### config.mk
export PLATFORM = sky130hd
export DESIGN_NAME = lrelu_pipe
export DESIGN_NICKNAME = d
export VERILOG_FILES = /design/src/rtl/lrelu_pipe.sv
export SDC_FILE = /design/constraint.sdc
export NUM_CORES = 1
export LEC_CHECK = 0
export ABC_AREA = 1
export BUFFER_PORTS_ARGS = -buffer_cell sky130_fd_sc_hd__buf_2
export CAP_MARGIN = 20
export CORE_UTILIZATION = 41
export CTS_BUF_LIST = sky130_fd_sc_hd__clkbuf_4
export DETAILED_ROUTE_END_ITERATION = 10
export PLACE_DENSITY = 0.66
export SLEW_MARGIN = 20
export SYNTH_ARGS = -nofsm -noshare
export SYNTH_HDL_FRONTEND = slang
export SYNTH_SLANG_ARGS = --single-unit
### constraint.sdc
create_clock -name clk -period 8.2 [get_ports clk]
set_clock_uncertainty 0.05 [all_clocks]
set_input_delay 0.82 -clock clk [delete_from_list [all_inputs] [get_ports clk]]
set_output_delay 0.82 -clock clk [all_outputs]
set_load 0.02 [all_outputs]
### src/rtl/lrelu_pipe.sv
// Activation stage (bypass / ReLU / leaky / clamped ReLU): 2-stage pipeline, 2-cycle latency, 1 beat/cycle.
// Skid-free valid/ready: in_ready drops only when S1 and S2 are both full and blocked; stall freezes all state.
module lrelu_pipe #(
    parameter int DATA_W  = 16,
    parameter int LANES   = 4,
    parameter int SHIFT_W = 3,
    parameter int CNT_W   = 16
) (
    input  logic                    clk,
    input  logic                    rst,
    input  logic                    stall,
    input  logic                    in_valid,
    output logic                    in_ready,
    input  logic [LANES*DATA_W-1:0] in_data,
    input  logic [1:0]              cfg_mode,
    input  logic [SHIFT_W-1:0]      cfg_shift,
    input  logic [DATA_W-1:0]       cfg_clamp,
    output logic                    out_valid,
    input  logic                    out_ready,
    output logic [LANES*DATA_W-1:0] out_data,
    output logic [CNT_W-1:0]        neg_cnt,
    input  logic                    cnt_clr
);
    localparam int NEG_W = $clog2(LANES + 1);

    typedef struct packed {
        logic [1:0]         mode;
        logic [SHIFT_W-1:0] shift;
        logic [DATA_W-1:0]  clamp;
    } cfg_t;

    logic                    s1_v, s2_v, s1_adv, s2_adv, in_hs;
    logic [LANES*DATA_W-1:0] s1_data, s2_data, act_data;
    cfg_t                    s1_cfg, in_cfg;
    logic [NEG_W-1:0]        in_negs;
    logic [CNT_W:0]          cnt_sum;

    function automatic logic [DATA_W-1:0] act_lane(input logic signed [DATA_W-1:0] x,
                                                    input cfg_t c);
        logic signed [DATA_W-1:0] clamp;
        logic [DATA_W-1:0]        r;
        clamp = $signed(c.clamp);
        r     = x;
        case (c.mode)
            2'b01: if (x[DATA_W-1]) r = '0;
            2'b10: if (x[DATA_W-1]) r = x >>> c.shift;
            2'b11: begin
                // A negative clamp forces zero even for non-negative x
                if (x[DATA_W-1] || clamp[DATA_W-1]) r = '0;
                else if (x > clamp)                 r = clamp;
            end
            default: r = x;
        endcase
        return r;
    endfunction

    assign in_cfg    = {cfg_mode, cfg_shift, cfg_clamp};
    assign s2_adv    = !s2_v || out_ready;
    assign s1_adv    = s1_v && s2_adv;
    assign in_ready  = !stall && (!s1_v || s2_adv);
    assign in_hs     = in_valid && in_ready;
    assign out_valid = s2_v && !stall;
    assign out_data  = s2_data;

    always_comb begin
        act_data = '0;
        for (int i = 0; i < LANES; i++)
            act_data[i*DATA_W +: DATA_W] = act_lane(s1_data[i*DATA_W +: DATA_W], s1_cfg);
    end

    always_comb begin
        in_negs = '0;
        for (int i = 0; i < LANES; i++)
            in_negs = in_negs + NEG_W'(in_data[i*DATA_W + DATA_W - 1]);
    end

    assign cnt_sum = {1'b0, neg_cnt} + {{(CNT_W + 1 - NEG_W){1'b0}}, in_negs};

    always_ff @(posedge clk or posedge rst) begin
        if (rst) begin
            s1_v    <= 1'b0;
            s1_data <= '0;
            s1_cfg  <= '0;
        end else if (in_ready) begin
            s1_v <= in_valid;
            if (in_valid) begin
                s1_data <= in_data;
                s1_cfg  <= in_cfg;
            end
        end
    end

    always_ff @(posedge clk or posedge rst) begin
        if (rst) begin
            s2_v    <= 1'b0;
            s2_data <= '0;
        end else if (!stall && s2_adv) begin
            s2_v <= s1_v;
            if (s1_adv) s2_data <= act_data;
        end
    end

    always_ff @(posedge clk or posedge rst) begin
        if (rst) begin
            neg_cnt <= '0;
        end else if (!stall) begin
            if (cnt_clr)    neg_cnt <= '0;
            else if (in_hs) neg_cnt <= cnt_sum[CNT_W] ? '1 : cnt_sum[CNT_W-1:0];
        end
    end
endmodule

==> results.sh <==
export IMPL_worstPathArrival_ns=3.61
export IMPL_globalRouteOverflowTotal=0
export IMPL_yosysSeqAreaShare_pct=32.9
export IMPL_final_setup_worst_slack_ns=5.08
export IMPL_ys_warnings_count=0
export IMPL_yosys_area_share_xor_xnor_pct=0.551
export IMPL_initial_utilization_pct=41.6
export IMPL_finalNetCount=2137
export IMPL_grt_met3_usage_pct=4.18
export IMPL_largest_net_degree_at_the_start_of_global_routing=122
export IMPL_synth_enable_flop_cells=0
export IMPL_run_status="finished clean"
export IMPL_max_slew_margin_rel_pct=26.7
export IMPL_clock_tree_htree_level_count=4
export IMPL_place_gp_congestion=0.909
export IMPL_drt_wirelength_um=40000
export IMPL_drt_pass1_iterations=6
export IMPL_number_of_nets_with_antenna_violations_after_detailed_routing=0
export IMPL_synth_area_mux_share_pct=1.04
export IMPL_finalSetupViolations=0
export IMPL_reg_to_reg_critical_path_endpoint="out_data[18]"
export IMPL_main_combinational_cell_family_by_area_after_synthesis="simple AND/OR/NAND/NOR gates"
export IMPL_synth_area_per_cell_um2=6.75
export IMPL_power_density_cell_area_mw_per_mm2=297
export IMPL_max_slew_worst_pin_slew_ns=1.09
export IMPL_post_route_cells_drive_above_1_share_pct=14.4
export IMPL_dr_first_iter_drc_count=1167
export IMPL_global_route_usage_total_pct=25.9
export IMPL_final_hold_viol_count=0
export IMPL_postCtsSetupRepairBufs=0
export IMPL_path_cells="inv_1 -> ha_1 -> nor2_1 -> nand3_1 -> nor2_1 -> nand3_1 -> nand3_2 -> nand2_1 -> nand3_1 -> nand2_1 -> nand2_1 -> nand2_1"
export IMPL_post_cts_resized=0
export IMPL_dp_cells=2351
export IMPL_synth_fa_ha_area_share_pct=7.26
export IMPL_mappedNetlistArea_mm2=0.0127
export IMPL_mappedNetlistNets=2047
export IMPL_ir_worst_vdd_mv=0.115
export IMPL_setup_worst_path_start_class="register"
export IMPL_design_die_area_mm2=0.0317
export IMPL_synthDistinctLibCells=39
export IMPL_placed_wire_length_estimate_after_detailed_placement_um=27300
export IMPL_post_cts_hold_buffer_count=0
export IMPL_count_of_cells_along_the_worst_register_to_register_path=12
export IMPL_timing_critical_path_fanout_max=16
export IMPL_wl_per_cell_um=16.8
export IMPL_most_frequent_standard_cell_in_the_layout_excluding_fill_and_tap_cells="nand2_1"
export IMPL_remaining_drc_errors=0
export IMPL_period_minus_slack_ns=3.12
export IMPL_io_pins=173
export IMPL_flow_area_growth_from_synthesis_pct=10.2
export IMPL_cp_top_family="simple AND/OR/NAND/NOR gates"
export IMPL_row_count=64
export IMPL_synth_ff_latch_count=167
export IMPL_final_total_pwr_mw=4.16
export IMPL_core_area_mm2=0.0306
export IMPL_final_cell_mix="nand2_1 (592), a21oi_1 (178), inv_1 (175)"
export IMPL_critPathRequiredTime_ns=8.69
export IMPL_worst_path_largest_cell_delay_ns=0.57
export IMPL_cts_max_path_buffers=2
export IMPL_timing_critical_path_slowest_stage_cell="dfrtp_1"
export IMPL_static_leakage_nw=7.30
export IMPL_num_vias=13300
export IMPL_grtUsageMet2_pct=41.5
export IMPL_total_clock_buffers_created_by_cts=17
export IMPL_number_of_max_slew_violations_in_the_final_report=0
export IMPL_die_h_um=178
export IMPL_final_setup_tns_ns=0
export IMPL_worstPathBufferInverterCount=1
export IMPL_crit_top_cell="nand2_1"
export IMPL_worstSetupEndpointType="register"
export IMPL_io_buffers=172
export IMPL_clkSlewWorstSetupHoldPaths_ns=0.18
export IMPL_grt_pass1_vias=12500
export IMPL_maxCapViolations=0
export IMPL_grt_pass1_wl_um=65000
export IMPL_reg2reg_setup_slack_ns=5.08
export IMPL_final_core_util_pct=45.8
export IMPL_preCtsSetupSlack_ns=4.55
export IMPL_commonest_register_cell_after_synthesis="dfrtp_1"
export IMPL_hold_wc_path_type="in2async"
export IMPL_initial_antenna_violation_count=2
export IMPL_busiest_layer="met2"
export IMPL_finalCritPeriodShare_pct=38.0
export IMPL_detail_route_vias_per_cell=5.57
export IMPL_clock_sink_count=167
export IMPL_grt_setup_unrepaired="false"
export IMPL_synth_compound_area_share_pct=16.5
export IMPL_synth_simple_area_share_pct=32.1
export IMPL_die_w_um=178
export IMPL_ys_async_sr_fraction_pct=100
export IMPL_syn_instance_count=1884
export IMPL_clock_insertion_delay_worst_skew_ns=0.67
export IMPL_fillers=3281
export IMPL_layoutNonFillerInstCount=2385
export IMPL_reg2reg_from="s1_data[31]"
export IMPL_global_route_usage_met1_pct=35.2
export IMPL_path_class="reg2reg"
export IMPL_fmax_mhz=321
export IMPL_tritoncts="yes"
export IMPL_cts_root_buffer_cell="clkbuf_4"
## cell type report
type	count	area (um^2)	share of cell area [%]
clock buffer	17	128	0.911
tap	396	495	3.54
inverter	196	746	5.32
clock inverter	15	198	1.41
timing repair buffer	182	936	6.68
antenna	2	5.00	0.0357
sequential	167	4180	29.8
multi-input combinational	1410	7330	52.3
## flip-flops by register name, summed over array words and instances (netlist names)
name / count
neg_cnt: 16
s1_v: 1
out_data: 64
s2_v: 1
s1_cfg: 21
s1_data: 64
## power by group
part / internal (mW) / total [mW] / switching, mW / leakage, nW
Clock: 0.176 / 0.564 / 0.388 / 0.173
Combinational: 0.737 / 2.35 / 1.61 / 5.14
Sequential: 1.06 / 1.24 / 0.184 / 1.98
## cell families (layout without fill, tap and decap cells)
family / after synthesis / count (layout)
AO/OA/AOI/OAI: 371 / 371
AND/OR/NAND/NOR: 946 / 946
multiplexers: 13 / 13
buffers and inverters: 307 / 410
XOR/XNOR: 8 / 8
other: 0 / 2
flip-flops: 167 / 167
adder cells (fa/ha/maj): 72 / 72
## cell usage after synthesis, types with 2 or more instances
library cell	n	area share (%)
buf_4	3	0.18
o21ai_0	87	3.4
mux2i_1	11	0.87
o31ai_1	4	0.24
nand2_1	593	18
a221oi_1	16	1.1
clkbuf_1	59	1.7
nor2_1	119	3.5
nor3_1	4	0.16
nand4_1	65	3.2
o21ai_1	20	0.79
buf_1	5	0.15
buf_2	41	1.6
nor3_2	7	0.55
nor3b_2	2	0.20
fa_1	3	0.47
nand3_2	9	0.71
a21o_1	4	0.24
nand2_2	15	0.74
buf_6	2	0.18
mux2_2	2	0.18
xor2_1	7	0.48
ha_1	69	6.8
nand3_1	124	4.9
inv_2	17	0.50
o211ai_1	57	3.4
nor2_2	4	0.20
dfrtp_1	167	33
a21oi_2	4	0.28
inv_1	178	5.3
a21oi_1	178	7.0
## through the flow
stage,instance area [um^2],hold WS [ns]
final,14000,0.261
after global routing,14000,0.289
after CTS,14000,0.299
after detailed placement,13700,0.410
after global placement,13700,0.412
after floorplan,12700,0.482
## worst max-delay path by stage
| stage | depth (start not counted) | from | slack, ns | endpoint |
|---|---|---|---|---|
| 5_1_grt | 12 | s1_data[31] | 4.85 | out_data[22] |
| 3_3_place_gp | 17 | in_data[15] | 4.61 | neg_cnt[14] |
| 2_1_floorplan | 1 | rst | 2.81 | neg_cnt[0] |
| 3_5_place_dp | 17 | in_data[15] | 4.55 | neg_cnt[14] |
| 4_1_cts | 12 | s1_data[31] | 5.21 | out_data[18] |
| 6_report | 12 | s1_data[31] | 5.08 | out_data[18] |
## layer usage
layer	up-vias	wire length, um
met2	615	18100
met3	90	3220
met5	-	0
met1	6162	17600
li1	6414	-
met4	0	1110
Note: power is estimated with default switching activity, not from simulation.
